`src/rtl/bp_cce_cmd_burst_tx.sv`:
```
// bp_cce_cmd_burst_tx
//  CCE-side transmitter for the BedRock LCE command channel in burst form.
//  It accepts one whole command (header plus a full cache block) and sends
//  it as one header beat followed by dword-wide data beats. lce_cmd_last_o
//  marks the final beat. Only one message is in flight at a time.
//  Optional feature macro: BP_CCE_CMD_TX_CWF_EN. When it is defined, the
//  data beats leave critical-dword-first and wrap around the block.
module bp_cce_cmd_burst_tx #(
  parameter int unsigned header_width_p = 64,
  parameter int unsigned block_width_p  = 512,
  parameter int unsigned dword_width_p  = 64,
  localparam int unsigned beats_lp      = block_width_p / dword_width_p,
  localparam int unsigned idx_w_lp      = (beats_lp > 1) ? $clog2(beats_lp) : 1
) (
  input  logic                      clk_i,
  input  logic                      reset_n_i,

  input  logic [header_width_p-1:0] cmd_header_i,
  input  logic                      cmd_has_data_i,
  input  logic [block_width_p-1:0]  cmd_data_i,
  input  logic [idx_w_lp-1:0]       cmd_crit_idx_i,
  input  logic                      cmd_v_i,
  output logic                      cmd_ready_and_o,

  output logic [header_width_p-1:0] lce_cmd_header_o,
  output logic                      lce_cmd_header_v_o,
  input  logic                      lce_cmd_header_ready_and_i,
  output logic [dword_width_p-1:0]  lce_cmd_data_o,
  output logic                      lce_cmd_data_v_o,
  input  logic                      lce_cmd_data_ready_and_i,
  output logic                      lce_cmd_last_o
);

  localparam logic [idx_w_lp-1:0] last_beat_lp = idx_w_lp'(beats_lp - 1);

  typedef enum logic [1:0] {
    IDLE   = 2'd0,
    HEADER = 2'd1,
    DATA   = 2'd2
  } state_e;

  state_e                                 state_r, state_n;
  logic   [idx_w_lp-1:0]                  beat_cnt_r, beat_cnt_n;
  logic   [idx_w_lp-1:0]                  data_idx_n;
  logic                                   has_data_r, has_data_n;
  logic                                   accept;
  logic                                   last_n;
  logic   [beats_lp-1:0][dword_width_p-1:0] data_r;

`ifdef BP_CCE_CMD_TX_CWF_EN
  logic [idx_w_lp-1:0] start_r;

  // Critical dword index captured with the command; beats are sent starting there.
  always_ff @(posedge clk_i) begin
    if (accept) begin
      start_r <= cmd_crit_idx_i;
    end
  end

  assign data_idx_n = start_r + beat_cnt_n;
`else
  logic crit_idx_unused;

  // Beats always start at dword 0, so the critical index is not needed.
  assign crit_idx_unused = ^cmd_crit_idx_i;
  assign data_idx_n      = beat_cnt_n;
`endif

  // Next-state logic and the next values of the registered outputs.
  always_comb begin
    state_n    = state_r;
    beat_cnt_n = beat_cnt_r;
    accept     = 1'b0;

    case (state_r)
      IDLE: begin
        if (cmd_v_i) begin
          accept  = 1'b1;
          state_n = HEADER;
        end
      end
      HEADER: begin
        if (lce_cmd_header_ready_and_i) begin
          beat_cnt_n = '0;
          state_n    = has_data_r ? DATA : IDLE;
        end
      end
      DATA: begin
        if (lce_cmd_data_ready_and_i) begin
          if (beat_cnt_r == last_beat_lp) begin
            beat_cnt_n = '0;
            state_n    = IDLE;
          end else begin
            beat_cnt_n = beat_cnt_r + 1'b1;
          end
        end
      end
      default: begin
        state_n    = IDLE;
        beat_cnt_n = '0;
      end
    endcase

    has_data_n = accept ? cmd_has_data_i : has_data_r;
    last_n     = ((state_n == HEADER) && !has_data_n)
              || ((state_n == DATA) && (beat_cnt_n == last_beat_lp));
  end

  // Control state and handshake outputs; reset drops any message in flight.
  always_ff @(posedge clk_i or negedge reset_n_i) begin
    if (!reset_n_i) begin
      state_r            <= IDLE;
      beat_cnt_r         <= '0;
      has_data_r         <= 1'b0;
      cmd_ready_and_o    <= 1'b1;
      lce_cmd_header_v_o <= 1'b0;
      lce_cmd_data_v_o   <= 1'b0;
      lce_cmd_last_o     <= 1'b0;
    end else begin
      state_r            <= state_n;
      beat_cnt_r         <= beat_cnt_n;
      has_data_r         <= has_data_n;
      cmd_ready_and_o    <= (state_n == IDLE);
      lce_cmd_header_v_o <= (state_n == HEADER);
      lce_cmd_data_v_o   <= (state_n == DATA);
      lce_cmd_last_o     <= last_n;
    end
  end

  // Payload registers: the header and block are held for the whole message, and the beat follows the next index.
  always_ff @(posedge clk_i) begin
    if (accept) begin
      lce_cmd_header_o <= cmd_header_i;
      data_r           <= cmd_data_i;
    end
    lce_cmd_data_o <= data_r[data_idx_n];
  end

endmodule

```
`config.mk`:
```
export PLATFORM = sky130hd
export DESIGN_NAME = bp_cce_cmd_burst_tx
export DESIGN_NICKNAME = d
export VERILOG_FILES = /design/src/rtl/bp_cce_cmd_burst_tx.sv
export SDC_FILE = /design/constraint.sdc
export NUM_CORES = 1
export LEC_CHECK = 0
export ABC_AREA = 1
export BUFFER_PORTS_ARGS = -buffer_cell sky130_fd_sc_hd__buf_2
export CAP_MARGIN = 10
export CORE_AREA = 8 8 274 276
export DETAILED_ROUTE_END_ITERATION = 7
export DIE_AREA = 0 0 282 284
export PLACE_DENSITY_LB_ADDON = 0.1
export SYNTH_ARGS = -nofsm -noshare
export SYNTH_HDL_FRONTEND = slang
export SYNTH_SLANG_ARGS = --single-unit
```
`constraint.sdc`:
```
create_clock -name clk_i -period 24.2 [get_ports clk_i]
set_input_delay 1.21 -clock clk_i [delete_from_list [all_inputs] [get_ports clk_i]]
set_output_delay 1.21 -clock clk_i [all_outputs]
set_load 0.1 [all_outputs]
```
Word level (Yosys, flattened, before mapping)
Cells that the tools add are included. W data, S select, Z words.

Register bits: 650. Output and inout bits: 132.

Reductions and logical operators: 6. Add/sub/neg operators: 1. Equality and inequality tests: 6. Magnitude comparators: 1. Multiplexer cells: 15.

Operators with widths (count): $bmux W64 S3 (1); $mux W64 (1); $mux W2 (5); $mux W3 (3); $pmux W3 S3 (1); $eq A3 B3 Y1 const B (2); $pmux W2 S3 (1); $eq A2 B1 Y1 const B (2); $eq A2 B2 Y1 const B (2); $logic_not A2 Y1 (2); $lt A3 B4 Y1 const B (1); $add A3 B1 Y3 const B (1); $mux W1 (3); $logic_and A1 B1 Y1 (2); $logic_not A1 Y1 (1); $logic_or A1 B1 Y1 (1).

Logic depth before layout (Yosys ltp)
Depth in word-level cells: 7. Mapped depth: 14. Depth with buffers taken out: 12.

Least setup slack after synthesis
No wires, ideal clock.

Path type: input-to-reg. Start: input port cmd_v_i. End: register data_r[0] (netlist bit), enable pin. Arrival: 12394 ps. Setup slack: 10886 ps. Stages: 2. Required time: 23281 ps. Setup time: 919 ps. Cells stage by stage: nand2_1 > inv_1.

Longest elaborated chain between the ends: 2.

RTL lines: start, declared (line 22) `input logic cmd_v_i,`; $mux W1 (line 77) `if (cmd_v_i) begin`; $mux W1 (line 75) `case (state_r)`; named net accept (line 46) `logic accept;`; end signal, assigned (line 134) `data_r <= cmd_data_i;`; end, declared (line 48) `logic [beats_lp-1:0][dword_width_p-1:0] data_r;`.

The timed path passes the listed nets, and every way through them passes these cells. A chain may end at the register's enable or synchronous reset.

Worst setup path in the final report
Start: input port lce_cmd_header_ready_and_i. End: register lce_cmd_data_o[43].

Longest elaborated chain between the ends: 4.

RTL lines: start, declared (line 27) `input logic lce_cmd_header_ready_and_i,`; $mux W3 (line 83) `if (lce_cmd_header_ready_and_i) begin`; $pmux W3 S3 (line 75); $bmux W64 S3 (line 136) `lce_cmd_data_o <= data_r[data_idx_n];`; $mux W64 (not written as such) (line 136); end signal, assigned (line 136); end, declared (line 28) `output logic [dword_width_p-1:0] lce_cmd_data_o,`.

Every way passes these cells. The select of a mux whose other input is x is not followed.

==> run metrics <==
Slowest Stage Delay on Critical Path=890 ps; CTS Sinks=650; PD cells=134.5 mW/mm^2; final net count=3700; die span in x=282 um; biggest area consumer among synthesized cells=edfxtp_1; vias in the first global route=19240; share of the synthesized area in the top cell type=0.6540; Syn Std Cell Area=0.02645 mm^2; ranking of synthesized cells by area=edfxtp_1 (65%), nand3_1 (9.7%), nand2_1 (8.4%), inv_1 (7.4%), dfxtp_1 (4.8%); status=finished, final reports clean; total of max-cap violations=0; Post-synth top flop=edfxtp_1; CP most frequent cell=nand2_1; CP top delay family=simple AND/OR/NAND/NOR gates; Row Count=98; #FFs+latches synth=650; syn_area_per_cell=10.87 um^2; first drt pass iteration count=5; Detailed Place HPWL=56180 um; M1 WL=32110 um; reg-to-reg endpoint=lce_cmd_data_o[43]; Fillers=6734; Core Area=0.07075 mm^2; CP Launch Point=lce_cmd_header_ready_and_i; CTS tree=built; gr ovfl total=0; Num CTS Buffers=75; GR Util All Layers=0.2002; Boundary Pins=717; max layer used=met5; post-route cell area=0.03310 mm^2; Fin. Hold Viols=0; Crit Path Class=in2reg; Met3 Wirelength=6277 um; IO Port Bufs=713; Crit Path Max Fanout=90; Antenna Nets Post-Route=0; CP endpoint kind=flip-flop; Die Y=284 um; Routed WL=82940 um; Setup crit end=lce_cmd_data_o[43]; Warnings, synthesis=0; Worst Hold Class=in2async; min Tclk post-route=4073 ps; setup violators final=0; clk_lat worst skew=610 ps; starting DRC count in detailed routing=1297; GPL Wtd Cong=0.8615; Worst Path Arrival=4580 ps; leakage=15.61 nW; Final TNS setup=0 ps; hold_buf cts=0; Initial Utilization=0.3738; slew margin rel.=0.2095; top post-synthesis cells by count=nand2_1 (595), edfxtp_1 (576), inv_1 (522); post-CTS sizing=0; vias=18990; Die Area=0.08009 mm^2; DP Area=0.03073 mm^2; FF-to-FF path depth=13; Root Driver=clkbuf_16; postcts setup bufs=0; met2 wire len=42210 um; Setup Skew=27.91 ps; DRC=0; drt via density=4.584; Critical Path Source Type=input port; Multi-input gate area=0.005026 mm^2; first-pass GRT wire length=121300 um; Register Area=0.01883 mm^2; WP buf/inv=2; Reg2Reg Setup Slack=20280 ps; initial antenna violation count=44; clock-pin slew on the worst setup and hold paths=60 ps; Levels on crit path=10; sequential fraction of the synthesis area=0.7119; Area Growth Syn to Fin=25.16%; Post-synth ARST share=0.01538; Bufs on Longest Clock Path=3; syn_nets=3021; Post-Synthesis Cells=2434; count leader, synth=nand2_1; Distinct cells, synth=23; WP data required=24700 ps; layout cell share with drive strength beyond 1=0.2665; H-tree Lvls=3; r2r startpoint=beat_cnt_r[0]; highest clock rate=245.5 MHz; actual slew at the worst max-slew pin=1186 ps; per-cell routed wire length=20.02 um; Critical Path Slowest Stage Cell=buf_4; fin crit share=0.1683; crit-path cells=buf_2, a21oi_1, nand2_4, nand2_8, buf_4, nand2_1, nand3_1, nand2_1, nand2_1, nand2_1; number of synthesized flops with an enable pin=576; Peak VDD IR=0.08457 mV; Slew Viols, Final=0; RSZ-0062 raised after global routing=false; largest net degree at the start of global routing=188
==> flip-flops by register name (all words and copies together) (netlist names) <==
register / flops
data_r: 512
lce_cmd_data_o: 64
lce_cmd_header_o: 64
beat_cnt_r: 3
state_r: 2
cmd_ready_and_o: 1
has_data_r: 1
lce_cmd_data_v_o: 1
lce_cmd_header_v_o: 1
lce_cmd_last_o: 1
==> cells in the final DEF (no fill, tap or decap), types with 2 or more instances in the layout <==
master / instances
buf_2: 713
nand2_1: 593
edfxtp_1: 576
inv_1: 520
nand3_1: 514
clkbuf_16: 76
dfxtp_1: 64
clkbuf_1: 26
diode_2: 19
buf_4: 14
clkinv_2: 13
clkinv_1: 10
dfrtp_1: 9
nor2_1: 6
inv_6: 4
clkbuf_8: 4
bufinv_16: 3
inv_2: 2
a31o_2: 2
a21oi_1: 2
nand2_8: 2
nand2_4: 2
o31ai_1: 2
o21ai_0: 2
ha_1: 2
buf_12: 2
==> per-stage QoR <==
step / utilization / setup slack, ps / cells / total power, mW / hold slack, ps
after global routing: 0.4676 / 19910 / 4136 / 4.703 / 441.6
final: 0.4679 / 20130 / 4143 / 4.454 / 462.9
after global placement: 0.4344 / 19530 / 3986 / 3.406 / 526.7
after detailed placement: 0.4344 / 19490 / 3986 / 3.422 / 550.4
after floorplan: - / 10890 / 2434 / 3.180 / 494.9
after CTS: 0.4672 / 20170 / 4124 / 4.512 / 415.2
==> power breakdown <==
group	internal [mW]	leakage [nW]	switching (mW)
combinational	0.365	8.38	1.37
clock	0.627	1.14	0.450
sequential	1.57	6.09	0.0680
==> layer usage <==
layer	vias up	global-route usage
met4	20	0.06045
met1	8875	0.2334
li1	9242	-
met5	-	0
met2	693	0.3536
met3	161	0.05647
==> final cells by class <==
class                   count  area share
clock buffers             106     0.06206
repair buffers            729      0.1122
inverters                 524     0.05968
clock inverters            32    0.008089
diodes                     19    0.001436
flip-flops and latches    650      0.5688
multi-input cells        1133      0.1518
well taps                 950     0.03591
==> cell families after synthesis <==
| group | count (synthesis) | share of synthesized area |
|---|---|---|
| flops | 650 | 0.7119 |
| fa+ha+maj | 2 | 0.0009460 |
| compound gates | 10 | 0.002460 |
| simple gates | 1121 | 0.1841 |
| buf+inv | 651 | 0.1006 |
==> worst min path at each step <==
stage	cells after the start	end	slack, ps
after global placement	2	has_data_r	530
after detailed placement	2	has_data_r	550
after floorplan	2	has_data_r	490
final	1	lce_cmd_last_o	460
after CTS	1	lce_cmd_last_o	420
after global routing	1	lce_cmd_last_o	440
Power figures use the tool's default switching activity.
